--- config.mk ---
export PLATFORM = sky130hd
export DESIGN_NAME = adc_oversample_sequencer
export DESIGN_NICKNAME = d
export VERILOG_FILES = /design/src/rtl/adc_oversample_sequencer.sv
export SDC_FILE = /design/constraint.sdc
export NUM_CORES = 1
export LEC_CHECK = 0
export ABC_AREA = 1
export CELL_PAD_IN_SITES_DETAIL_PLACEMENT = 1
export CELL_PAD_IN_SITES_GLOBAL_PLACEMENT = 1
export CORE_AREA = 4 4 126 128
export DETAILED_ROUTE_END_ITERATION = 16
export DIE_AREA = 0 0 130 132
export PLACE_DENSITY_LB_ADDON = 0.1
export SYNTH_ARGS = -nofsm -noshare
export SYNTH_HDL_FRONTEND = slang
export SYNTH_SLANG_ARGS = --single-unit
--- constraint.sdc ---
create_clock -name clk -period 5 [get_ports clk]
set_input_delay 0.75 -clock clk [delete_from_list [all_inputs] [get_ports clk]]
set_output_delay 0.75 -clock clk [all_outputs]
set_load 0.1 [all_outputs]
--- src/rtl/adc_oversample_sequencer.sv ---
// Settle / trigger / accumulate sequencer for the shared pixel ADC.
// Each accepted request returns one truncated average of 2^k samples, or an error strobe on timeout.
module adc_oversample_sequencer #(
  parameter int unsigned NB_DATA      = 12,
  parameter int unsigned MAX_AVG_LOG2 = 3,
  parameter int unsigned NB_SETTLE    = 8,
  parameter int unsigned NB_TIMEOUT   = 16
) (
  input  logic                  clk,
  input  logic                  rst_n,
  input  logic                  i_req,
  input  logic                  i_abort,
  input  logic [2:0]            i_avg_log2,
  input  logic [NB_SETTLE-1:0]  i_settle,
  input  logic [NB_TIMEOUT-1:0] i_timeout,
  input  logic [NB_DATA-1:0]    i_adc_val,
  input  logic                  i_adc_done,
  output logic                  o_adc_trigger,
  output logic                  o_busy,
  output logic [NB_DATA-1:0]    o_val,
  output logic                  o_valid,
  output logic                  o_err
);

  localparam int unsigned NB_ACC = NB_DATA + MAX_AVG_LOG2;
  localparam int unsigned NB_SMP = MAX_AVG_LOG2 + 1;
  localparam int unsigned NB_CYC = (NB_SETTLE > NB_TIMEOUT) ? NB_SETTLE : NB_TIMEOUT;
  localparam int unsigned NB_K   = 3;

  typedef enum logic [2:0] {
    IDLE   = 3'd0,
    SETTLE = 3'd1,
    TRIG   = 3'd2,
    WAIT   = 3'd3,
    DONE   = 3'd4
  } state_t;

  state_t                 state_q, state_n;
  logic [NB_CYC-1:0]      cyc_q, cyc_n;
  logic [NB_ACC-1:0]      acc_q, acc_n;
  logic [NB_SMP-1:0]      smp_q, smp_n;
  logic [NB_SETTLE-1:0]   settle_q, settle_n;
  logic [NB_TIMEOUT-1:0]  timeout_q, timeout_n;
  logic [NB_K-1:0]        k_q, k_n;
  logic [NB_DATA-1:0]     val_q, val_n;
  logic                   trig_q, busy_q, valid_q, err_q;
  logic                   err_n;

  // Next-state, datapath and output decode; outputs are registered from state_n.
  always_comb begin
    state_n   = state_q;
    cyc_n     = cyc_q;
    acc_n     = acc_q;
    smp_n     = smp_q;
    settle_n  = settle_q;
    timeout_n = timeout_q;
    k_n       = k_q;
    val_n     = val_q;
    err_n     = 1'b0;

    case (state_q)
      IDLE: begin
        if (i_req && !i_abort) begin
          settle_n  = i_settle;
          timeout_n = i_timeout;
          k_n       = (i_avg_log2 > NB_K'(MAX_AVG_LOG2)) ? NB_K'(MAX_AVG_LOG2) : i_avg_log2;
          acc_n     = '0;
          smp_n     = '0;
          cyc_n     = '0;
          state_n   = (i_settle != '0) ? SETTLE : TRIG;
        end
      end
      SETTLE: begin
        if (cyc_q == NB_CYC'(settle_q) - NB_CYC'(1)) begin
          cyc_n   = '0;
          state_n = TRIG;
        end else begin
          cyc_n = cyc_q + NB_CYC'(1);
        end
      end
      TRIG: begin
        cyc_n   = '0;
        state_n = WAIT;
      end
      WAIT: begin
        // A done arriving in the expiry cycle still counts as a sample.
        if (i_adc_done) begin
          acc_n   = acc_q + NB_ACC'(i_adc_val);
          smp_n   = smp_q + NB_SMP'(1);
          state_n = (smp_n == (NB_SMP'(1) << k_q)) ? DONE : TRIG;
        end else if ((timeout_q != '0) &&
                     (cyc_q == NB_CYC'(timeout_q) - NB_CYC'(1))) begin
          err_n   = 1'b1;
          state_n = DONE;
        end else begin
          cyc_n = cyc_q + NB_CYC'(1);
        end
      end
      DONE: begin
        state_n = IDLE;
      end
      default: begin
        state_n = IDLE;
      end
    endcase

    if ((state_q != IDLE) && i_abort) begin
      state_n = IDLE;
      acc_n   = '0;
      smp_n   = '0;
      cyc_n   = '0;
      err_n   = 1'b0;
    end

    if (state_n == DONE) begin
      val_n = err_n ? '0 : NB_DATA'(acc_n >> k_q);
    end
  end

  // State, datapath and output registers.
  always_ff @(posedge clk or negedge rst_n) begin
    if (!rst_n) begin
      state_q   <= IDLE;
      cyc_q     <= '0;
      acc_q     <= '0;
      smp_q     <= '0;
      settle_q  <= '0;
      timeout_q <= '0;
      k_q       <= '0;
      val_q     <= '0;
      trig_q    <= 1'b0;
      busy_q    <= 1'b0;
      valid_q   <= 1'b0;
      err_q     <= 1'b0;
    end else begin
      state_q   <= state_n;
      cyc_q     <= cyc_n;
      acc_q     <= acc_n;
      smp_q     <= smp_n;
      settle_q  <= settle_n;
      timeout_q <= timeout_n;
      k_q       <= k_n;
      val_q     <= val_n;
      trig_q    <= (state_n == TRIG);
      busy_q    <= (state_n != IDLE);
      valid_q   <= (state_n == DONE);
      err_q     <= (state_n == DONE) && err_n;
    end
  end

  assign o_adc_trigger = trig_q;
  assign o_busy        = busy_q;
  assign o_val         = val_q;
  assign o_valid       = valid_q;
  assign o_err         = err_q;

endmodule

==> results of run 1 <==
through the flow:
stage               setup WS [ps]  hold slack, ps  instances  util, %
floorplan                    2460             454       1014        -
global placement             1680             464       1235     47.8
detailed placement           1580             473       1235     47.8
CTS                          1960             358       1251     49.7
global route                 1680             375       1251     49.7
finish                       1960             342       1251     49.7
area by class of cell:
class	instances	area (sq um)	share of cell area [%]
clock buffer	9	225	3.05
clock inverter	7	60.1	0.813
inverter	127	477	6.45
multi-input combinational	777	3750	50.8
sequential	81	2030	27.4
tap	188	235	3.18
timing repair buffer	62	611	8.27
worst min-delay path by stage:
stage | startpoint | to | slack, ps | cells after the start
global route | rst_n | timeout_q[12]$_DFFE_PN0P_ | 370 | 1
detailed placement | o_val[9]$_DFFE_PN0N_ | o_val[9]$_DFFE_PN0N_ | 470 | 2
global placement | o_val[11]$_DFFE_PN0N_ | o_val[11]$_DFFE_PN0N_ | 460 | 2
CTS | rst_n | timeout_q[12]$_DFFE_PN0P_ | 360 | 1
finish | rst_n | timeout_q[3]$_DFFE_PN0P_ | 340 | 1
floorplan | rst_n | acc_q[0]$_DFF_PN0_ | 450 | 0
power by group through the flow:
stage	clock network, mW	registers (mW)	logic, mW
after floorplan	0	1.09	1.22
after global placement	0	1.00	1.76
after detailed placement	0	1.00	1.80
after CTS	0.669	0.993	1.81
after global routing	0.698	1.02	2.04
final	0.655	0.991	1.80
state kept, by name, summed over array words and instances, names as in the netlist:
signal         count
o_val             12
k_q                3
state_q            3
smp_q              4
o_err              1
o_valid            1
settle_q           8
timeout_q         16
acc_q             15
o_adc_trigger      1
o_busy             1
cyc_q             16
routing by layer:
layer	up-vias	wire [um]	track usage, %
met5	-	0	0
met4	0	642	8.72
met3	41	556	4.34
met2	86	11200	47.1
met1	3186	8270	27.8
li1	3309	-	-
Yosys cell counts, types with 4 or more instances:
cell type / number
inv_1: 121
xnor2_1: 9
inv_2: 5
nor2_2: 8
nor3_1: 10
a21oi_1: 16
nand3_1: 120
ha_1: 16
clkbuf_1: 14
nor2_1: 70
nand2_1: 380
o21ai_1: 14
nand3b_1: 10
buf_2: 7
nand4_1: 15
nand2_2: 6
dfrtp_1: 81
buf_1: 4
nor2_4: 4
xor2_1: 22
o21ai_0: 51
critical path: stages:
cell and delay, ps:
clkdlybuf4s50_1 540, inv_1 140, nor2_2 230, inv_1 520, nand3_1 250, o21ai_1 120, nand2_1 70, o21ai_0 110
o21ai_0 310, nand2b_1 150, nand3_1 80
kinds of logic after synthesis:
group	count (synthesis)
AO/OA/AOI/OAI	95
AND/OR/NAND/NOR	633
XOR/XNOR	32
adder cells (fa/ha/maj)	17
flip-flops	81
buffers and inverters	156
==> key figures, run 1 <==
STA
  – RSZ-0062 raised after global routing: false
  – Fmax: 0.329 GHz
  – Sum of negative setup slack: 0 ps
  – Fin crit period: 3040 ps
  – Slew Viols, Final: 0
  – Final Hold Viols: 0
  – Rel. slew slack: 26.4%
  – Final setup fails: 0
  – Period utilisation layout: 60.9%
  – Slew @ Worst Pin: 1100 ps
  – Clock Skew: 8.57 ps

CTS
  – Sinks on Clock Net: 81
  – Post-CTS Hold Buffers: 0
  – Root Buffer: clkbuf_16
  – Clock buffer depth: 2
  – Post-cts sizing count: 0
  – TritonCTS clock tree: done
  – TritonCTS Buffers: 9
  – Post-CTS setup repair buffer count: 0
  – H-tree depth: 3
  – Worst-skew pair later-pin latency: 360 ps
  – Clk slew on worst S/H paths: 70 ps

GRT
  – First-pass GRT wire length: 34.2 mm
  – Largest net degree at the start of global routing: 49
  – Vias in the first global route: 7042
  – Total global routing overflow: 0
  – Initial antenna violation count: 0
  – GRT Util Overall: 25.0%

Synthesis
  – Cell variety after synth: 40
  – Post-synth EDFFs: 0
  – FFs w/ async S/R, synth: 100%
  – Synthesized cell area: 6390 sq um
  – Syn. warnings: 0
  – Synth Area in Adders: 3.45%
  – Multiplexer share of the synthesized area: 0%
  – Mean Syn Cell Area: 6.30 sq um
  – Sequential share of the synthesized area: 31.7%
  – Most used DFF post-synth: dfrtp_1
  – Main combinational cell family by area after synthesis: simple AND/OR/NAND/NOR gates
  – Cell taking the most area after synthesis: dfrtp_1
  – Synth Register Bits: 81
  – Share of the synthesized area in the top cell type: 31.7%
  – Synth Area in Compound Gates: 8.15%
  – Syn_nets: 1075
  – Synth Area in XOR/XNOR: 4.50%
  – Top post-synthesis cells by area: dfrtp_1 (32%), nand2_1 (22%), nand3_1 (9.4%), inv_1 (7.1%), nor2_1 (4.1%)
  – Mapped Cells: 1014
  – Post-Synth Simple-Gate Area: 42.5%

Worst setup path
  – R2r setup slk: 2020 ps
  – Critical Path RT: 5240 ps
  – Worst R2R End: o_val[4]$_DFFE_PN0N_
  – Setup crit end kind: register
  – Crit-path max FO: 31
  – R2R depth: 10
  – CP Launch Point: i_abort
  – CP Class: input pin to register
  – Crit path to: o_val[4]$_DFFE_PN0N_
  – Crit start category: input pin
  – Arr. time, crit path: 3280 ps
  – RR Startpoint: k_q[1]$_DFFE_PN0P_

Cells and area
  – Antenna Cells: 0
  – Filler instances: 2044
  – Commonest non-fill, non-tap cell in the layout: nand2_1
  – Share of layout cells above drive strength 1: 4.99%
  – Most frequent cells in the layout: nand2_1 (380), inv_1 (121), nand3_1 (120)
  – Area Growth Syn to Fin: 15.6%
  – Layout Nets: 1119
  – Final Cell Area: 7390 sq um

Die
  – Die width: 130 um
  – Core Region: 14900 sq um
  – I/O pin count: 60
  – Die height: 132 um
  – # rows: 45
  – Initial Utilization: 43.0%
  – Die area: 17200 sq um

Detailed routing
  – Final ANT Viol Nets: 0
  – Drt pass-1 iters: 4
  – Post-DR vias/cell: 5.29
  – Routed WL per cell: 16.5 um
  – Initial DRC count: 273
  – Vias: 6622
  – Drc violations: 0
  – Detailed Route WL: 20.6 mm

Power and ir drop
  – Logic pwr share: 52.2%
  – Power per cell area: 467 nW/um^2
  – Sw Ratio: 51.1%
  – Reg power frac: 28.8%
  – Pwr Total: 3.45 mW
  – Switching pwr: 1.76 mW
  – Clock network fraction of design power: 19.0%
  – Max IR drop VDD: 0.261 mV
  – Internal power: 1.69 mW
  – Leakage: 3.91 nW

Placed design
  – Post-DP HPWL: 16.3 mm
  – Placed inst area: 7100 sq um
  – Count of input and output buffers: 59
  – Gpl congestion: 0.923

Status
  – Outcome: complete, no violations

Flow run
  – MaxCap Viol Count: 0

Worst hold path
  – HP Class: input pin to asynchronous set/reset pin
Power figures use the tool's default switching activity.
==> run 2, diff against run 1 <==
Settings changed: CORE_AREA 4 4 126 128 to 4 4 137 139, DIE_AREA 0 0 130 132 to 0 0 141 143.
Clock period 5 ns to 2.52 ns, I/O delays scaled along.
==> run 2 against run 1 <==
Net effect: worst hold slack lost 350 ps; total power grew 120%; global-route usage shrank 2.7 points; wire length grew 8.8%; the flow now finishes with violations (negative hold slack); final cell count grew 9.2%.
==> key figures, run 2 (synthesis results as in run 1) <==
Die
  – Die area: 20200 sq um
  – Die width: 141 um
  – Core Region: 17700 sq um
  – # rows: 49
  – I/O pin count: 60
  – Initial Utilization: 36.2%
  – Die height: 143 um

CTS
  – H-tree depth: 3
  – TritonCTS Buffers: 9
  – Clk slew on worst S/H paths: 70 ps
  – TritonCTS clock tree: done
  – Root Buffer: clkbuf_16
  – Sinks on Clock Net: 81
  – Worst-skew pair later-pin latency: 350 ps
  – Clock buffer depth: 2

STA
  – Clock Skew: 8.18 ps
  – Hold slack: -12.3 ps
  – Final Hold Viols: 5
  – Rel. slew slack: 64.0%
  – Period utilisation layout: 93.1%
  – Final setup fails: 0
  – Worst setup margin: 174 ps
  – Sum of negative setup slack: 0 ps
  – Slew @ Worst Pin: 539 ps
  – Fmax: 0.426 GHz
  – Fin crit period: 2350 ps
  – Slew Viols, Final: 0

Worst setup path
  – Cell mode on critical path: nand2_1
  – Arr. time, crit path: 2590 ps
  – Critical Path Slowest Stage Cell: dfrtp_2
  – Setup crit end kind: register
  – Max stage delay on crit path: 450 ps
  – R2R depth: 17
  – CP Class: register to register
  – Worst path cell trace: nor2_4 > nand2_2 > nor2_4 > nand2_1 > nand2_1 > nand2_1 > nor2_1 > nand2_1 > nor2_2 > nand3_2 > o21ai_2 > nand2_1 > nand2_4 > buf_12 > inv_2 > nand2_1 > nand2_1
  – Critical Path RT: 2770 ps
  – Crit start category: register
  – Crit-path max FO: 8

GRT
  – Layer with the highest usage: met2
  – Initial antenna violation count: 0
  – GRT Util Overall: 22.4%
  – Global routing met2 resource utilization: 43.1%
  – Met1 Usage GRT: 25.1%
  – Largest net degree at the start of global routing: 40
  – Vias in the first global route: 7322
  – First-pass GRT wire length: 35.9 mm
  – M3 GR Usage: 2.18%
  – Total global routing overflow: 0

Cells and area
  – Most frequent cells in the layout: nand2_1 (372), inv_1 (118), nand3_1 (114)
  – Final Cell Area: 8170 sq um
  – Top Registers: cyc_q: 16 flops, timeout_q: 16 flops, acc_q: 15 flops
  – Final cell count without fillers: 1366
  – Antenna Cells: 0
  – Area Growth Syn to Fin: 27.8%
  – Layout Nets: 1193
  – Share of layout cells above drive strength 1: 15.6%
  – Commonest non-fill, non-tap cell in the layout: nand2_1

Detailed routing
  – Drc violations: 0
  – Post-DR vias/cell: 5.02
  – Routed WL per cell: 16.4 um
  – Initial DRC count: 317
  – Vias: 6863
  – Final ANT Viol Nets: 0
  – Drt pass-1 iters: 4
  – Detailed Route WL: 22.4 mm

Status
  – Failing checks: negative hold slack
  – Outcome: finished with violations

Power and ir drop
  – Leakage: 4.35 nW
  – Max IR drop VDD: 0.444 mV
  – Pwr Total: 7.51 mW
  – Power per cell area: 920 nW/um^2

Placed design
  – Worst slack at placement: -308 ps
  – Post-DP HPWL: 17.6 mm
  – Placed inst area: 7650 sq um
  – Count of input and output buffers: 59
  – Dpl cells: 1343
  – Gpl congestion: 0.872

Flow run
  – MaxCap Viol Count: 0

Worst hold path
  – HP Class: input pin to asynchronous set/reset pin
run 2: cell type report:
type                            instances  area, sq um
Clock buffer                           11          243
Clock inverter                          5         38.8
Fill cell                            2382         9490
Inverter                              127          477
Multi-Input combinational cell        777         3890
Sequential cell                        81         2030
Tap cell                              229          287
Timing Repair Buffer                  136         1200
run 2: critical path: cells and delay by family, from the launching register on:
kind	cells	cell delay (ps)
buffers and inverters	2	190
and+or+nand+nor	14	1430
AOI/OAI and AO/OA	1	170
DFF	1	450
run 2: path summary, 6_finish.rpt:
| path | from | to | slack (ps) |
|---|---|---|---|
| setup / recovery | timeout_q[5]$_DFFE_PN0P_ | cyc_q[15]$_DFFE_PN0P_ | 170 |
| hold / removal | rst_n | timeout_q[13]$_DFFE_PN0P_ | -10 |
| setup reg to reg | timeout_q[5]$_DFFE_PN0P_ | cyc_q[15]$_DFFE_PN0P_ | 170 |
| hold reg to reg | o_val[3]$_DFFE_PN0N_ | o_val[3]$_DFFE_PN0N_ | 490 |
| max in group asynchronous | rst_n | acc_q[0]$_DFF_PN0_ | 1890 |
| min in group clk | o_val[3]$_DFFE_PN0N_ | o_val[3]$_DFFE_PN0N_ | 490 |
run 2: metal layers:
layer,vias up,part of all wire [%]
met3,35,2.2
met2,81,54
met5,-,0
li1,3457,-
met1,3290,41
met4,0,2.6
run 2: power breakdown:
| part | switching (mW) | leakage [nW] | internal, mW |
|---|---|---|---|
| Clock | 0.610 | 0.136 | 0.702 |
| Sequential | 0.376 | 1.08 | 1.60 |
| Combinational | 2.75 | 3.13 | 1.48 |
run 2: per-stage QoR:
stage                     hold slack [ps]  util (%)
after floorplan                      82.4         -
after global placement                385      43.3
after detailed placement              385      43.3
after CTS                            3.72      44.9
after global routing                 28.8      46.3
final                               -12.3      46.3
run 2: timing repair:
item / CTS / global route
setup buffers: 0 / 5
endpoints found under the setup margin: 0 / 34
hold buffers: 0 / 0
resized for setup: 0 / 44
